===== config.mk =====
export PLATFORM = sky130hd
export DESIGN_NAME = fetch_unit
export DESIGN_NICKNAME = d
export VERILOG_FILES = /design/src/rtl/mips_pkg.sv /design/src/rtl/pc_next_logic.sv /design/src/rtl/fetch_unit.sv
export SDC_FILE = /design/constraint.sdc
export NUM_CORES = 1
export LEC_CHECK = 0
export CELL_PAD_IN_SITES_DETAIL_PLACEMENT = 1
export CELL_PAD_IN_SITES_GLOBAL_PLACEMENT = 1
export CORE_ASPECT_RATIO = 0.7
export CORE_MARGIN = 5
export CORE_UTILIZATION = 37
export CTS_CLUSTER_DIAMETER = 30
export DETAILED_ROUTE_END_ITERATION = 8
export MAX_ROUTING_LAYER = met4
export PLACE_DENSITY = 0.95
export SLEW_MARGIN = 20
export SYNTH_ARGS = -nofsm -noshare
export SYNTH_HDL_FRONTEND = slang
export SYNTH_SLANG_ARGS = --single-unit

===== constraint.sdc =====
create_clock -name clk -period 9.2 [get_ports clk]
set_input_delay 1.84 -clock clk [delete_from_list [all_inputs] [get_ports clk]]
set_output_delay 1.84 -clock clk [all_outputs]
set_load 0.1 [all_outputs]

===== src/rtl/mips_pkg.sv =====
// Shared MIPS definitions: opcode constants, next-PC select encodings,
// fetch FSM state encodings and a small immediate helper.
package mips_pkg;

  // Primary opcode field values (instr[31:26])
  localparam logic [5:0] OP_R     = 6'h00;
  localparam logic [5:0] OP_J     = 6'h02;
  localparam logic [5:0] OP_BEQ   = 6'h04;
  localparam logic [5:0] OP_ADDIU = 6'h09;
  localparam logic [5:0] OP_LW    = 6'h23;
  localparam logic [5:0] OP_SW    = 6'h2B;

  // Next-PC source selected by the control FSM
  typedef enum logic [1:0] {
    SEL_PC4    = 2'b00,
    SEL_JUMP   = 2'b01,
    SEL_BRANCH = 2'b10,
    SEL_HOLD   = 2'b11
  } sel_pc_t;

  // Instruction fetch handshake states
  typedef enum logic [1:0] {
    F_IDLE = 2'b00,
    F_WAIT = 2'b01,
    F_DONE = 2'b10
  } fetch_state_t;

  // Sign-extend a 16-bit immediate to a full word
  function automatic logic [31:0] sign_extend16(input logic [15:0] imm);
    return {{16{imm[15]}}, imm};
  endfunction

endpackage


===== src/rtl/pc_next_logic.sv =====
// Combinational next-PC selection: sequential, jump, conditional branch
// or hold. All arithmetic is 32-bit and wraps silently.
import mips_pkg::*;

module pc_next_logic (
  input  logic [31:0] pc,
  input  logic [31:0] pc_plus4,
  input  logic [25:0] jump_index,
  input  logic [31:0] imm_sext,
  input  logic        zero,
  input  logic [1:0]  sel_pc,
  output logic [31:0] pc_next
);

  // Pick the next PC; a branch only leaves the sequential path when zero is set
  always_comb begin
    pc_next = pc;
    case (sel_pc_t'(sel_pc))
      SEL_PC4:    pc_next = pc_plus4;
      SEL_JUMP:   pc_next = {pc_plus4[31:28], jump_index, 2'b00};
      SEL_BRANCH: pc_next = zero ? (pc_plus4 + (imm_sext << 2)) : pc_plus4;
      SEL_HOLD:   pc_next = pc;
      default:    pc_next = pc;
    endcase
  end

endmodule


===== src/rtl/fetch_unit.sv =====
// Instruction fetch unit: holds the PC and instruction register, runs the
// request/ack handshake with instruction memory, aborts a fetch that waits
// too long and decodes the instruction fields.
import mips_pkg::*;

module fetch_unit #(
  parameter logic [31:0] RESET_PC = 32'h0000_0000,
  parameter int          TIMEOUT  = 255
) (
  input  logic        clk,
  input  logic        reset,
  input  logic        pc_ld,
  input  logic [1:0]  sel_pc,
  input  logic        ir_w,
  input  logic        mem_rd,
  input  logic        zero,
  output logic        imem_req,
  output logic [31:0] imem_addr,
  input  logic [31:0] imem_rdata,
  input  logic        imem_ack,
  output logic [31:0] pc,
  output logic [31:0] pc_plus4,
  output logic [31:0] instr,
  output logic [5:0]  opcode,
  output logic [4:0]  rs,
  output logic [4:0]  rt,
  output logic [4:0]  rd,
  output logic [5:0]  funct,
  output logic [31:0] imm_sext,
  output logic        fetch_busy,
  output logic        fetch_err
);

  localparam int              CNT_W    = (TIMEOUT > 1) ? $clog2(TIMEOUT + 1) : 1;
  localparam logic [CNT_W-1:0] CNT_LAST = CNT_W'(TIMEOUT - 1);

  fetch_state_t     state;
  logic [CNT_W-1:0] wait_cnt;
  logic [31:0]      pc_next;

  assign pc_plus4 = pc + 32'd4;
  assign opcode   = instr[31:26];
  assign rs       = instr[25:21];
  assign rt       = instr[20:16];
  assign rd       = instr[15:11];
  assign funct    = instr[5:0];
  assign imm_sext = sign_extend16(instr[15:0]);

  pc_next_logic u_pc_next (
    .pc         (pc),
    .pc_plus4   (pc_plus4),
    .jump_index (instr[25:0]),
    .imm_sext   (imm_sext),
    .zero       (zero),
    .sel_pc     (sel_pc),
    .pc_next    (pc_next)
  );

  // Fetch FSM: latch the address, wait for ack or timeout, capture the instruction
  always_ff @(posedge clk or posedge reset) begin
    if (reset) begin
      state      <= F_IDLE;
      imem_req   <= 1'b0;
      fetch_busy <= 1'b0;
      imem_addr  <= RESET_PC;
      instr      <= '0;
      wait_cnt   <= '0;
      fetch_err  <= 1'b0;
    end else begin
      case (state)
        F_IDLE: begin
          if (ir_w && mem_rd) begin
            imem_addr  <= pc;
            imem_req   <= 1'b1;
            fetch_busy <= 1'b1;
            wait_cnt   <= '0;
            state      <= F_WAIT;
          end
        end
        F_WAIT: begin
          if (imem_ack) begin
            instr      <= imem_rdata;
            imem_req   <= 1'b0;
            fetch_busy <= 1'b0;
            wait_cnt   <= '0;
            state      <= F_DONE;
          end else if (wait_cnt == CNT_LAST) begin
            fetch_err  <= 1'b1;
            imem_req   <= 1'b0;
            fetch_busy <= 1'b0;
            wait_cnt   <= '0;
            state      <= F_IDLE;
          end else begin
            wait_cnt <= wait_cnt + CNT_W'(1);
          end
        end
        F_DONE: begin
          state <= F_IDLE;
        end
        default: begin
          state      <= F_IDLE;
          imem_req   <= 1'b0;
          fetch_busy <= 1'b0;
          wait_cnt   <= '0;
        end
      endcase
    end
  end

  // PC register: loads only when no fetch is outstanding
  always_ff @(posedge clk or posedge reset) begin
    if (reset) begin
      pc <= RESET_PC;
    end else if (pc_ld && !fetch_busy) begin
      pc <= pc_next;
    end
  end

endmodule

==> flow_metrics.py, run 1 <==
metrics = {
    "sta": {
        "worst_pin_slew_ns": 1.07,
        "setup_viol": 0,
        "hold_slack_ns": 0.474,
        "hold_viol": 0,
        "drv_slew": 0,
        "fin_skew_ns": 0.0115,
        "setup-tns-final_ns": 0,
        "maxSlewHeadroom_pct": 28.2,
        "rsz0062_at_grt": "false",
        "fmax_ghz": 0.173,
        "period_share_pct": 62.8,
        "min_period_ns": 5.78,
    },
    "routing": {
        "postRouteAntennaNets": 0,
        "drtPass1Iterations": 5,
        "viasPerCell": 5.65,
        "met1_length_microns": 12400,
        "vias": 7012,
        "drc": 0,
        "top_layer_used": "met4",
        "routed_wirelength_microns": 27100,
        "route.met2.wl_microns": 11600,
        "post_drt_wl_per_cell_microns": 21.8,
        "detail_route.iter0.violations": 518,
        "wl_met3_microns": 2340,
    },
    "setup_path": {
        "arrival_ns": 3.94,
        "rr_startpoint": "pc[2]",
        "r2r_setup_slack_ns": 4.53,
        "start_kind": "flop",
        "r2r_cells": 14,
        "reg2reg_to": "pc[29]",
        "cp.required_ns": 7.36,
        "endpoint_kind": "primary output",
        "crit_fanout": 7,
        "crit_type": "reg -> out",
    },
    "clocking": {
        "cts.sinks": 104,
        "htreeDepth": 3,
        "cts_setup_buffers": 0,
        "clk_pin_slew_ns": 0.08,
        "clk_latency_ns": 0.37,
        "cts_buffer_depth": 2,
        "ctsRootBufferMaster": "clkbuf_16",
        "cts_hold_buf": 0,
        "numCtsBuffers": 9,
        "cts_resized": 0,
        "cts_tree": "yes",
    },
    "final_layout": {
        "final_cells": 1242,
        "final_common_cell": "clkdlybuf4s50_1",
        "mostFrequentLayoutCells": "clkdlybuf4s50_1, nand2_1, dfrtp_1",
        "fill_cells": 2202,
        "diodes": 0,
        "final_util_pct": 50.1,
        "layout-drive-gt1-share_pct": 7.57,
        "area_growth_pct": 32.0,
        "num-nets-final": 1054,
    },
    "synth": {
        "synth.avg_cell_area_sq_um": 8.77,
        "postSynth.asyncResetShare_pct": 100,
        "synth_top_area_share_pct": 35.9,
        "synth_seq_cells": 104,
        "synth_area_leaders": "dfrtp_1, nand2_1, buf_4",
        "synth.distinct_cells": 75,
        "synth.cell_area_sq_mm": 0.00724,
        "synth_area_leader_cell": "dfrtp_1",
        "ys_warn_count": 0,
        "synth_edf_count": 0,
        "synthFlopType": "dfrtp_1",
        "yosysSeqAreaShare_pct": 35.9,
        "syn_inst": 826,
    },
    "placed_design": {
        "globalplace.congestion": 0.916,
        "hpwl_microns": 20900,
        "io_buffers": 224,
        "place_inst": 1226,
    },
    "global_route": {
        "grt_pass1_vias": 7034,
        "antenna_found_initial": 0,
        "grt_usage_pct": 24.4,
        "grt_pass1_wl_microns": 41700,
        "grt.overflow.total": 0,
        "grt_max_degree": 75,
    },
    "worst_hold_path": {
        "min_path_type": "reg -> reg",
        "hold_path_end": "fetch_err",
        "hold_depth": 1,
        "worstHoldStart": "fetch_err",
    },
    "status": {
        "status": "finished, final reports clean",
    },
    "floorplan": {
        "die_area_sq_mm": 0.0225,
        "row_count": 42,
        "start_util_pct": 38.0,
        "dieWidth_microns": 177,
        "core_sq_mm": 0.0191,
        "io_pins": 231,
        "die_h_microns": 127,
    },
    "job": {
        "maxCapViolCount": 0,
    },
}
## logic make-up (layout without fill, tap and decap cells)
kind of cell             Yosys count  in the layout  share of synthesized area (%)
adder cells (fa/ha/maj)           40             40                           7.01
AO/OA/AOI/OAI                    180            180                           16.4
AND/OR/NAND/NOR                  296            296                           18.9
multiplexers                      34             34                           5.28
XOR/XNOR                          49             49                           6.03
buffers and inverters            122            269                           10.4
other                              1              6                         0.0518
flip-flops                       104            104                           35.9
## metrics by stage
stage | cell area (sq um) | setup WS [ns]
final | 9560 | 3.42
after global routing | 9560 | 3.22
after CTS | 9560 | 3.42
after detailed placement | 9230 | 3.85
after global placement | 9230 | 4.02
after floorplan | 7260 | 2.86
## worst max-delay path, cell delays in order, from the launching register on
cell             delay [ns]
dfrtp_1                0.47
ha_1                   0.30
nand4_1                0.25
nor4_2                 0.52
and4_1                 0.40
nand3_1                0.13
xnor2_1                0.29
clkdlybuf4s50_1        1.21
## metal layers
| metal | up-vias | track usage, % |
|---|---|---|
| met5 | - | - |
| met4 | 0 | 6.96 |
| met3 | 48 | 5.05 |
| met2 | 378 | 35.2 |
| met1 | 3451 | 34.8 |
| li1 | 3135 | - |
## state kept, by name, indices dropped and copies added, names as in the netlist
register	cells
pc	30
wait_cnt	8
state	2
imem_addr	30
fetch_err	1
instr	32
fetch_busy	1
## synthesized netlist by cell type, drive strengths merged (9+ instances only)
library cell / count
xnor2: 36
nand2: 154
mux2: 31
dfrtp: 104
a21o: 12
o21a: 9
nor3: 11
inv: 19
a21oi: 43
a221oi: 9
xor2: 13
nor2: 46
nand4: 18
clkbuf: 27
ha: 39
nand3: 20
o21ai: 43
buf: 74
## layout make-up
cell class / count / area, sq um / area share, %
multi-input combinational: 605 / 3910 / 40.9
sequential: 104 / 2600 / 27.2
timing repair buffer: 232 / 2300 / 24.1
tap: 264 / 330 / 3.45
clock buffer: 9 / 225 / 2.36
clock inverter: 7 / 106 / 1.11
inverter: 21 / 81.3 / 0.851
## worst max path at each step
stage	start	cells past startpoint	end	slack, ns
2_1_floorplan	pc[2]	15	pc[29]	2.86
3_3_place_gp	pc[2]	7	pc_plus4[28]	4.02
3_5_place_dp	pc[2]	7	pc_plus4[28]	3.85
4_1_cts	pc[2]	7	pc_plus4[28]	3.42
5_1_grt	pc[2]	7	pc_plus4[28]	3.22
6_report	pc[2]	7	pc_plus4[28]	3.42
Power of run 1 is left out: the tool's default activity adds up to more than one toggle a clock period on the data nets, which glitch-free logic cannot reach.
==> run 2, diff against run 1 <==
--- a/config.mk
+++ b/config.mk
@@ -9,11 +9,11 @@
 export CELL_PAD_IN_SITES_GLOBAL_PLACEMENT = 1
 export CORE_ASPECT_RATIO = 0.7
 export CORE_MARGIN = 5
-export CORE_UTILIZATION = 37
+export CORE_UTILIZATION = 35
 export CTS_CLUSTER_DIAMETER = 30
 export DETAILED_ROUTE_END_ITERATION = 8
 export MAX_ROUTING_LAYER = met4
-export PLACE_DENSITY = 0.95
+export PLACE_DENSITY = 0.91
 export SLEW_MARGIN = 20
 export SYNTH_ARGS = -nofsm -noshare
 export SYNTH_HDL_FRONTEND = slang
==> constraint.sdc (replaced) <==
create_clock -name clk -period 5.8 [get_ports clk]
set_input_delay 1.16 -clock clk [delete_from_list [all_inputs] [get_ports clk]]
set_output_delay 1.16 -clock clk [all_outputs]
set_load 0.1 [all_outputs]
==> run 2 against run 1 <==
Final cell count up 1.0%. Via count down 1.1%. Cell area up 0.81%. Worst setup slack worse by 2.7 ns. Die area up 5.3%. Clock skew about the same. First-iteration DRC count up 9.7%. Non-clock buffer count up 1. Wire length down 0.94%. Largest cell class unchanged. Utilization down 3.2 points.
==> flow_metrics.py, run 2 (synthesis gave the netlist of run 1 again) <==
metrics = {
    "status": {
        "status": "finished, final reports clean",
    },
    "worst_hold_path": {
        "worstHoldStart": "fetch_err",
        "hold_depth": 1,
        "min_path_type": "reg -> reg",
        "hold_path_end": "fetch_err",
    },
    "global_route": {
        "grt_pass1_wl_microns": 41200,
        "grt_pass1_vias": 7108,
        "grt_usage_pct": 22.8,
        "grt.overflow.total": 0,
        "antenna_found_initial": 0,
        "grt_max_degree": 71,
    },
    "clocking": {
        "cts_buffer_depth": 2,
        "clk_latency_ns": 0.36,
        "cts.sinks": 104,
        "cts_tree": "yes",
        "clk_pin_slew_ns": 0.08,
        "htreeDepth": 3,
        "ctsRootBufferMaster": "clkbuf_16",
        "cts_setup_buffers": 0,
        "cts_hold_buf": 0,
        "cts_resized": 0,
        "numCtsBuffers": 9,
    },
    "sta": {
        "fmax_ghz": 0.197,
        "setup_viol": 0,
        "drv_slew": 0,
        "fin_skew_ns": 0.0112,
        "min_period_ns": 5.07,
        "worst_pin_slew_ns": 1.07,
        "fin_ws_ns": 0.734,
        "maxSlewHeadroom_pct": 28.3,
        "period_share_pct": 87.3,
        "hold_viol": 0,
        "rsz0062_at_grt": "false",
    },
    "floorplan": {
        "die_h_microns": 130,
        "io_pins": 231,
        "die_area_sq_mm": 0.0237,
        "row_count": 44,
        "start_util_pct": 35.3,
        "core_sq_mm": 0.0205,
        "dieWidth_microns": 182,
    },
    "setup_path": {
        "r2r_setup_slack_ns": 1.31,
        "cp.required_ns": 4.64,
        "slowest_delay_ns": 1.20,
        "crit_buf_inv": 1,
        "rr_startpoint": "pc[2]",
        "crit_path_cell_trace": "ha_1 > nand4_1 > nor4_2 > and4_1 > nand2_1 > xnor2_1 > clkdlybuf4s50_1",
        "start_kind": "flop",
        "crit_fanout": 7,
        "endpoint_kind": "primary output",
        "r2r_cells": 14,
        "slowest_stage": "clkdlybuf4s50_1",
        "crit_type": "reg -> out",
        "reg2reg_to": "pc[29]",
        "crit_family": "simple AND/OR/NAND/NOR gates",
        "arrival_ns": 3.91,
    },
    "routing": {
        "postRouteAntennaNets": 0,
        "vias": 6937,
        "detail_route.iter0.violations": 568,
        "drc": 0,
        "routed_wirelength_microns": 26800,
        "post_drt_wl_per_cell_microns": 21.4,
        "viasPerCell": 5.53,
        "drtPass1Iterations": 5,
    },
    "final_layout": {
        "largest_reg_flops": 32,
        "final_common_cell": "clkdlybuf4s50_1",
        "mostFrequentLayoutCells": "clkdlybuf4s50_1, nand2_1, dfrtp_1",
        "num-nets-final": 1055,
        "regMostFlops": "instr",
        "largestRegisters": "instr x32, imem_addr x30, pc x30",
        "area_growth_pct": 33.1,
        "diodes": 0,
        "layout-drive-gt1-share_pct": 8.99,
    },
    "placed_design": {
        "globalplace.congestion": 0.938,
        "io_buffers": 224,
        "hpwl_microns": 20900,
        "dp_slack_ns": 1.17,
    },
    "job": {
        "maxCapViolCount": 0,
    },
}
## run 2: worst reg2reg max path: stages, from the launching register on
cell	delay, ns
dfrtp_1	0.46
ha_1	0.29
nand4_1	0.26
nor4_2	0.52
nand4_1	0.21
xnor2_2	0.27
ha_1	0.37
a21o_1	0.23
a311oi_2	0.31
nand4_1	0.16
and3b_1	0.25
o31a_1	0.25
or3_1	0.31
a32o_1	0.25
mux2_4	0.25
## run 2: routing by layer
layer  share of wire, %  track usage (%)  wire length [microns]
met1                 48             32.6                  12800
met2                 43             33.3                  11400
met3                7.6             4.51                   2050
met4                2.1             5.56                    552
met5                  0                -                      0
## run 2: how the worst max path moves through the flow
stage / slack, ns / cells after the start / from / endpoint
CTS: 0.76 / 7 / pc[2] / pc_plus4[30]
detailed placement: 1.17 / 7 / pc[2] / pc_plus4[30]
global placement: 1.32 / 7 / pc[4] / pc_plus4[29]
finish: 0.73 / 7 / pc[2] / pc_plus4[30]
floorplan: -0.0007 / 15 / pc[2] / pc[29]
global route: 0.64 / 7 / pc[2] / pc_plus4[30]
## run 2: cell type report
| cell class | count | area, sq um |
|---|---|---|
| fill | 2367 | 10900 |
| multi-input combinational | 605 | 4000 |
| sequential | 104 | 2600 |
| timing repair buffer | 233 | 2310 |
| tap | 276 | 345 |
| clock buffer | 10 | 239 |
| inverter | 21 | 81.3 |
| clock inverter | 6 | 67.6 |
## run 2: stage by stage
stage,cell area (sq um),instances,util (%),TNS [ns],hold WS (ns)
3_5_place_dp,9330,1239,45.4,0,0.458
4_1_cts,9640,1255,46.9,0,0.474
6_report,9640,1255,46.9,0,0.466
2_1_floorplan,7350,831,-,-0.000744,0.504
3_3_place_gp,9330,1239,45.4,0,0.445
5_1_grt,9640,1255,46.9,0,0.480
Power of run 2 is left out for the same reason.
